[config.mk]
export PLATFORM = sky130hd
export DESIGN_NAME = fnd_scan_flat
export DESIGN_NICKNAME = d
export VERILOG_FILES = /design/src/rtl/fnd_pkg.sv /design/src/rtl/fnd_scan_if.sv /design/src/rtl/fnd_scan_timer.sv /design/src/rtl/fnd_scan.sv /design/src/flat_wrapper.sv
export SDC_FILE = /design/constraint.sdc
export NUM_CORES = 1
export LEC_CHECK = 0
export ABC_CLOCK_PERIOD_IN_PS = 3000
export BUFFER_PORTS_ARGS = -buffer_cell sky130_fd_sc_hd__clkbuf_2
export CORE_UTILIZATION = 40
export DETAILED_ROUTE_END_ITERATION = 12
export GPL_TIMING_DRIVEN = 0
export SLEW_MARGIN = 20
export SYNTH_ARGS = -nofsm -noshare
export SYNTH_HDL_FRONTEND = slang
export SYNTH_HIERARCHICAL = 1
export SYNTH_SLANG_ARGS = --single-unit
export TNS_END_PERCENT = 50
[constraint.sdc]
create_clock -name clk -period 3 [get_ports clk]
set_input_delay 0.15 -clock clk [delete_from_list [all_inputs] [get_ports clk]]
set_output_delay 0.15 -clock clk [all_outputs]
set_load 0.03 [all_outputs]
[src/rtl/fnd_pkg.sv]
// Shared types and constants for the multiplexed FND scan controller.
package fnd_pkg;

  typedef enum logic {
    SHOW       = 1'b0,
    GUARD_SLOT = 1'b1
  } scan_state_t;

  localparam int unsigned DIG_W   = 4;
  localparam logic [31:0] DIG_OFF = '1;

endpackage

[src/rtl/fnd_scan_if.sv]
// Data-load and display-drive signals of the FND scan controller.
interface fnd_scan_if #(
  parameter int unsigned DIGITS = 4
);
  import fnd_pkg::*;

  logic                      load;
  logic [DIG_W*DIGITS-1:0]   data_in;
  logic [DIG_W-1:0]          number;
  logic [DIGITS-1:0]         digit_sel;
  logic                      frame_start;

  modport master (output load, data_in, input number, digit_sel, frame_start);
  modport slave  (input load, data_in, output number, digit_sel, frame_start);

endinterface

[src/rtl/fnd_scan_timer.sv]
// Slot timer: counts lit cycles and guard cycles, flags slot ends and frame wraps.
module fnd_scan_timer
  import fnd_pkg::*;
#(
  parameter int unsigned SCAN_DIV = 50000,
  parameter int unsigned GUARD    = 8
) (
  input  logic        clk,
  input  logic        rst,
  input  logic        last_digit,
  output scan_state_t state,
  output logic        slot_first,
  output logic        slot_end,
  output logic        wrap
);

  localparam int unsigned CNT_MAX = (SCAN_DIV > GUARD) ? SCAN_DIV : GUARD;
  localparam int unsigned CW      = (CNT_MAX > 1) ? $clog2(CNT_MAX) : 1;
  localparam logic [CW-1:0] SHOW_LAST  = CW'(SCAN_DIV - 1);
  localparam logic [CW-1:0] GUARD_LAST = (GUARD == 0) ? '0 : CW'(GUARD - 1);

  scan_state_t   state_nx;
  logic [CW-1:0] cnt, cnt_nx;

  always_ff @(posedge clk or posedge rst) begin
    if (rst) begin
      state <= SHOW;
      cnt   <= '0;
    end else begin
      state <= state_nx;
      cnt   <= cnt_nx;
    end
  end

  always_comb begin
    state_nx = state;
    cnt_nx   = cnt + CW'(1);
    slot_end = 1'b0;
    unique case (state)
      SHOW: begin
        if (cnt == SHOW_LAST) begin
          cnt_nx = '0;
          // With no guard interval the slot ends straight out of SHOW.
          if (GUARD == 0) slot_end = 1'b1;
          else            state_nx = GUARD_SLOT;
        end
      end
      GUARD_SLOT: begin
        if (cnt == GUARD_LAST) begin
          cnt_nx   = '0;
          slot_end = 1'b1;
          state_nx = SHOW;
        end
      end
    endcase
  end

  assign slot_first = (state == SHOW) && (cnt == '0);
  assign wrap       = slot_end && last_digit;

endmodule

[src/rtl/fnd_scan.sv]
// Multiplexed 7-segment scan controller with tear-free frame updates.
// Optional leading-zero blanking when FND_LZB_EN is defined.
module fnd_scan
  import fnd_pkg::*;
#(
  parameter int unsigned DIGITS   = 4,
  parameter int unsigned SCAN_DIV = 50000,
  parameter int unsigned GUARD    = 8
) (
  input  logic        clk,
  input  logic        rst,
  fnd_scan_if.slave   bus
);

  localparam int unsigned IW = $clog2(DIGITS);
  localparam int unsigned DW = DIG_W * DIGITS;
  localparam logic [DIGITS-1:0] SEL_OFF = DIG_OFF[DIGITS-1:0];

  scan_state_t       state;
  logic              slot_first, slot_end, wrap, last_digit;
  logic [IW-1:0]     idx;
  logic [DW-1:0]     disp, shadow;
  logic              pending;
  logic [DIG_W-1:0]  cur_code;
  logic [DIGITS-1:0] lit_mask, sel_on;

  assign last_digit = (idx == IW'(DIGITS - 1));

  fnd_scan_timer #(
    .SCAN_DIV (SCAN_DIV),
    .GUARD    (GUARD)
  ) u_timer (
    .clk        (clk),
    .rst        (rst),
    .last_digit (last_digit),
    .state      (state),
    .slot_first (slot_first),
    .slot_end   (slot_end),
    .wrap       (wrap)
  );

  assign cur_code = disp[DIG_W*idx +: DIG_W];

`ifdef FND_LZB_EN
  // A digit stays lit once any digit at or above it is nonzero; digit 0 always lit.
  always_comb begin
    logic seen;
    seen        = 1'b0;
    lit_mask    = '0;
    lit_mask[0] = 1'b1;
    for (int unsigned k = DIGITS - 1; k >= 1; k--) begin
      seen        = seen | (disp[DIG_W*k +: DIG_W] != '0);
      lit_mask[k] = seen;
    end
  end
`else
  assign lit_mask = '1;
`endif

  always_comb begin
    sel_on      = SEL_OFF;
    sel_on[idx] = ~lit_mask[idx];
  end

  always_ff @(posedge clk or posedge rst) begin
    if (rst) begin
      idx             <= '0;
      disp            <= '0;
      shadow          <= '0;
      pending         <= 1'b0;
      bus.number      <= '0;
      bus.digit_sel   <= SEL_OFF;
      bus.frame_start <= 1'b0;
    end else begin
      if (slot_end) idx <= last_digit ? '0 : idx + IW'(1);

      if (bus.load) shadow <= bus.data_in;
      // A load coinciding with the wrap bypasses the shadow and leaves nothing queued.
      if (wrap) begin
        pending <= 1'b0;
        if (bus.load)    disp <= bus.data_in;
        else if (pending) disp <= shadow;
      end else if (bus.load) begin
        pending <= 1'b1;
      end

      bus.frame_start <= slot_first && (idx == '0);
      if (state == SHOW) begin
        bus.number    <= cur_code;
        bus.digit_sel <= sel_on;
      end else begin
        bus.digit_sel <= SEL_OFF;
      end
    end
  end

endmodule

[src/flat_wrapper.sv]
// flat-port wrapper written by rule: the top's interface ports become plain ports
module fnd_scan_flat import fnd_pkg::*;
#(
  parameter int unsigned DIGITS   = 4,
  parameter int unsigned SCAN_DIV = 50000,
  parameter int unsigned GUARD    = 8
)
  (clk, rst, bus_load, bus_data_in, bus_number, bus_digit_sel, bus_frame_start);
  fnd_scan_if #(.DIGITS(DIGITS)) bus_i ();
  input  logic clk;
  input  logic rst;
  input wire logic [$bits(bus_i.load)-1:0] bus_load;
  input wire logic [$bits(bus_i.data_in)-1:0] bus_data_in;
  output wire logic [$bits(bus_i.number)-1:0] bus_number;
  output wire logic [$bits(bus_i.digit_sel)-1:0] bus_digit_sel;
  output wire logic [$bits(bus_i.frame_start)-1:0] bus_frame_start;
  assign bus_i.load = bus_load;
  assign bus_i.data_in = bus_data_in;
  assign bus_number = bus_i.number;
  assign bus_digit_sel = bus_i.digit_sel;
  assign bus_frame_start = bus_i.frame_start;
  fnd_scan #(.DIGITS(DIGITS), .SCAN_DIV(SCAN_DIV), .GUARD(GUARD)) u_core (.clk(clk), .rst(rst), .bus(bus_i));
endmodule
# After elaboration in Yosys (flattened, before gate mapping)
# Cells that the tools add are included.
# classes
add_sub_neg	2
magnitude_cmp	2
eq_ne	3
shift	1
muxes	18
bitwise	4
n_reduce_logical	9
# op_table
cell	count
$mux W16	4
$pmux W16 S2	1
$add A16 B1 Y16 const B	1
$eq A16 B16 Y1 const B	1
$eq A16 B3 Y1 const B	1
$logic_not A16 Y1	1
$shiftx A16 B5 Y4	1
$mux W1	8
$logic_and A1 B1 Y1	4
$mux W4	1
$not A4 Y4	1
$or A4 B4 Y4	1
$reduce_bool A2 Y1	2
$lt A2 B3 Y1 const B	1
$add A2 B1 Y2 const B	1
$bmux W1 S2	1
$demux W1 S2	1
$eq A2 B2 Y1 const B	1
$ge A2 B1 Y1 const B	1
$logic_not A2 Y1	1
$mux W2	1
$not A1 Y1	2
$pmux W1 S2	1
$reduce_and A2 Y1	1
# word_totals
register_bits	61
in_bits	19
elab_cells	48

# Longest topological paths before layout
# logic_depth
depth_word	7
mapped_depth	8

# Hierarchy
# Netlist, hierarchy kept.
# by_module_without_submodules
module	n_inst	cells_per_inst	area_per_inst_um2	seq_area_each_um2
fnd_scan	1	124	1851.8	1106.1
fnd_scan_timer	1	88	899.6	425.4

# Worst setup path after synthesis
# OpenSTA, ideal clock, no wires.
# synth_path
path_type	register to register
from	register u_core.u_timer.cnt[0]
to	register u_core.disp[15]
t_arrival_ps	2031
path_slack_ps	842
stages_incl_launch_ff	9
n_path_buf	1
synth_period_minus_slack_ps	2158
cell_sequence	dfrtp_1 > ha_1 > nor4bb_1 > nand4_1 > nor2_1 > and2_1 > o21ai_4 > buf_6 > mux2_1
# synth_via
elab_chain_len	5
# synth_lines
element	line_no	rtl
start: declaration	fnd_scan_timer.sv:23	logic [CW-1:0] cnt, cnt_nx;
start signal: assignment	fnd_scan_timer.sv:31	cnt <= cnt_nx;
$eq A16 B3 Y1	fnd_scan_timer.sv:49	if (cnt == GUARD_LAST) begin
$mux W1	fnd_scan_timer.sv:49	
$mux W1	fnd_scan_timer.sv:39	unique case (state)
via u_core.slot_end	fnd_scan.sv:20	logic slot_first, slot_end, wrap, last_digit;
$logic_and A1 B1 Y1	fnd_scan_timer.sv:59	assign wrap = slot_end && last_digit;
via u_core.wrap	fnd_scan.sv:20	
$reduce_and A2 Y1 (no line)	n/a	
end signal: assignment	fnd_scan.sv:81	if (bus.load) disp <= bus.data_in;
end signal: assignment	fnd_scan.sv:82	else if (pending) disp <= shadow;
end: declaration	fnd_scan.sv:22	logic [DW-1:0] disp, shadow;
# The timed path passes the listed nets, and every way through them passes these cells.
# A chain may end at the register's enable or synchronous reset.

# Final worst setup path
# Same ends and word-level chain as after synthesis.

==> results by group <==
Floorplanning
  – CORE AREA: 6495 um2
  – Num ports: 28
  – DIE AREA: 7214 um2
  – Die Width: 84.94 um
  – Core Rows: 29
  – Die Ht: 84.94 um
  – Starting Density: 42.36%

Power and ir drop
  – Leak pwr: 1.529 nW
  – Clock network fraction of design power: 48.6%
  – Pwr/cell area: 555.4 nW/um2
  – Switching portion of total power: 19.10%
  – Total power: 1.804 mW
  – Gate power share: 4.3%
  – Cell Int Power: 1.459 mW
  – P_sw: 0.3446 mW
  – Maximum VDD drop: 0.1777 mV
  – Sequential Power Share: 47.1%

Clock tree
  – Sink Count: 61
  – CTS max path bufs: 2
  – Clock Root Buffer: clkbuf_8
  – Number of CTS-inserted buffers: 9
  – Clock-pin slew on the worst setup and hold paths: 60 ps
  – Clk Latency, worst-skew pair: 340 ps
  – Post_cts resized: 0
  – CTS tree: yes
  – H-tree depth: 3

Global routing
  – First-pass GRT wire length: 8.273 mm
  – Initial antenna violation count: 0
  – GRT Residual Overflow: 0
  – Total track usage: 15.37%
  – Largest net degree at the start of global routing: 26
  – Vias in the first global route: 1651

Synthesis
  – Warnings from Yosys: 6
  – Average size of a mapped cell: 12.98 um2
  – Syn_nets: 238
  – Count of cell types in the netlist: 35
  – Cells after Synth: 212
  – Part of the Yosys area used for sequential elements: 55.66%
  – Synthesized area: 2751 um2
  – #FFs+latches synth: 61

Timing
  – Max Clk Rate: 0.4002 GHz
  – Clock skew: 8.362 ps
  – Final hold vios: 0
  – Final period util: 83.30%
  – Slew headroom: 56.16%
  – RSZ-0062 raised after global routing: no
  – Final setup fails: 0
  – Setup TNS: 0 ps
  – Final worst slack: 501.0 ps
  – Max-slew violation count: 0
  – Min Tclk post-route: 2499 ps
  – Worst-margin pin slew: 656.9 ps

Worst setup path
  – Critical path class: register to register
  – Crit. End Element: register
  – Critical Path AT: 2720 ps
  – Startpoint Class: register
  – Worst EP required: 3220 ps
  – Crit Path Max Fanout: 10

Status
  – Outcome: complete, but fails checks
  – Violated checks: design-rule violations

Finish
  – Layout cells sized above 1: 34.77%
  – Antenna diode instance count: 0
  – Multi-input gate area in the final layout: 1117 um2
  – Reg area: 1531 um2
  – Synthesis-to-layout area growth: 18.05%
  – Final Cell Area: 3248 um2
  – Nets: 277
  – # fillers: 591

Detailed routing
  – DRC viols: 1
  – Avg WL per Cell: 13.88 um
  – Starting DRC count in detailed routing: 70
  – First-pass DRT Iterations: 8
  – Routed Antenna Nets: 0
  – Vias per cell: 5.015
  – Routed WL: 4.623 mm
  – Vias: 1670

Placed design
  – Hpwl dp: 3.220 mm
  – Placer Congestion: 0.7353
  – Placed Area: 2998 um2
  – Post-place setup slack: 502.7 ps
  – Port buffer count: 26

Job
  – Maxcap violations: 0

Worst hold path
  – Hold Crit Class: primary input to register
## layout make-up
class	instances	area share, %
Inverter	15	1.733
Timing Repair Buffer	28	4.931
Tap cell	77	2.966
Buffer	5	1.425
Clock inverter	4	2.928
Multi-Input combinational cell	131	34.40
Sequential cell	61	47.15
Clock buffer	12	4.468
## layout by cell type (no fill, tap or decap), drive strengths merged
cell / Yosys / final
a211oi: 4 / 4
a221oi: 4 / 4
and2: 2 / 2
and3: 2 / 2
and4: 1 / 1
buf: 4 / 5
bufinv: 0 / 3
clkbuf: 1 / 39
clkinv: 0 / 1
dfrtp: 57 / 57
dfstp: 4 / 4
dlygate4sd3: 0 / 1
ha: 7 / 7
inv: 15 / 15
mux2: 32 / 32
mux2i: 4 / 4
nand2: 4 / 4
nand2b: 5 / 5
nand3: 9 / 9
nand4: 4 / 4
nor2: 17 / 17
nor2b: 4 / 4
nor3: 5 / 5
nor4: 6 / 6
nor4b: 1 / 1
nor4bb: 1 / 1
o21ai: 4 / 4
o22ai: 1 / 1
xnor2: 8 / 8
xor2: 6 / 6
## kinds of logic after synthesis
family	after synthesis	share of synthesized area, %
AOI/OAI and AO/OA	13	4.229
xor gates and xnor gates	14	4.457
adders and majority gates	7	3.183
buffers and inverters	20	3.728
DFF	61	55.66
muxes	36	15.78
and+or+nand+nor	61	12.96
## critical path, cell delays in order, from the launching register on
cell and delay [ps]:
dfrtp_1 410, ha_1 240, nor4bb_1 340, nand4_1 240
nor2_1 310, and2_1 250, o21ai_4 120, buf_6 170
mux2_1 310
## Yosys cell counts (all sizes together)
cell type	n	area, um2
and3	2	12.51
o22ai	1	20.02
nor4b	1	8.760
nand3	9	50.05
nor4	6	62.56
clkbuf	1	3.750
nor3	5	25.02
ha	7	87.58
nand2b	5	31.28
nand4	4	31.28
mux2i	4	40.04
inv	15	56.30
and4	1	8.760
xor2	6	52.55
dfstp	4	105.1
and2	2	12.51
a221oi	4	35.03
mux2	32	394.1
o21ai	4	31.28
nor2b	4	25.02
dfrtp	57	1426
buf	4	42.53
nand2	4	15.01
nor4bb	1	10.01
nor2	17	63.81
xnor2	8	70.07
a211oi	4	30.03
## timing repair
action,4_1_cts,5_1_grt
endpoints found under the setup margin,0,0
hold buffers,1,0
setup buffers,0,0
hold endpoints to repair,32,0
## power groups by stage
stage                     Clock (mW)  Sequential, mW  Combinational, mW
after floorplan                    0           0.863             0.0537
after global placement             0           0.864             0.0761
after detailed placement           0           0.864             0.0798
after CTS                      0.902           0.850             0.0810
after global routing           0.936           0.851             0.0886
final                          0.877           0.850             0.0777
## metal layers
| layer | share of wire (%) | track usage (%) |
|---|---|---|
| met4 | 2.9 | 9.707 |
| met3 | 3.5 | 3.696 |
| met1 | 52 | 21.81 |
| met2 | 42 | 21.06 |
| met5 | 0 | 0 |
## metrics by stage
step                      hold slack (ps)  std cells  util (%)
after CTS                           37.67        333     50.01
final                               55.30        333     50.01
after global routing                47.21        333     50.01
after floorplan                     76.07        212         -
after global placement              278.3        315     45.85
after detailed placement            187.5        316     46.16
## flip-flops by register name, indices dropped and copies added, names as in the netlist
| name | count |
|---|---|
| u_core/shadow | 16 |
| u_core/pending | 1 |
| u_core/idx | 2 |
| u_core/u_timer/cnt | 16 |
| u_core/bus.frame_start | 1 |
| u_core/bus.digit_sel | 4 |
| u_core/disp | 16 |
| u_core/u_timer/state | 1 |
| u_core/bus.number | 4 |
## final timing paths
kind                                            startpoint                               to  slack [ps]  cells after the start
max                        u_core/u_timer/cnt[0]$_DFF_PP0_      u_core/disp[15]$_DFFE_PP0P_         500                      8
min                                         bus_data_in[5]     u_core/shadow[5]$_DFFE_PP0P_          60                      2
max reg2reg                u_core/u_timer/cnt[0]$_DFF_PP0_      u_core/disp[15]$_DFFE_PP0P_         500                      8
min reg2reg                   u_core/shadow[7]$_DFFE_PP0P_     u_core/shadow[7]$_DFFE_PP0P_         490                      1
max in group asynchronous                              rst  u_core/u_timer/cnt[4]$_DFF_PP0_        2120                      3
min in group asynchronous                              rst    u_core/shadow[12]$_DFFE_PP0P_         360                      3
Power figures use the tool's default switching activity.
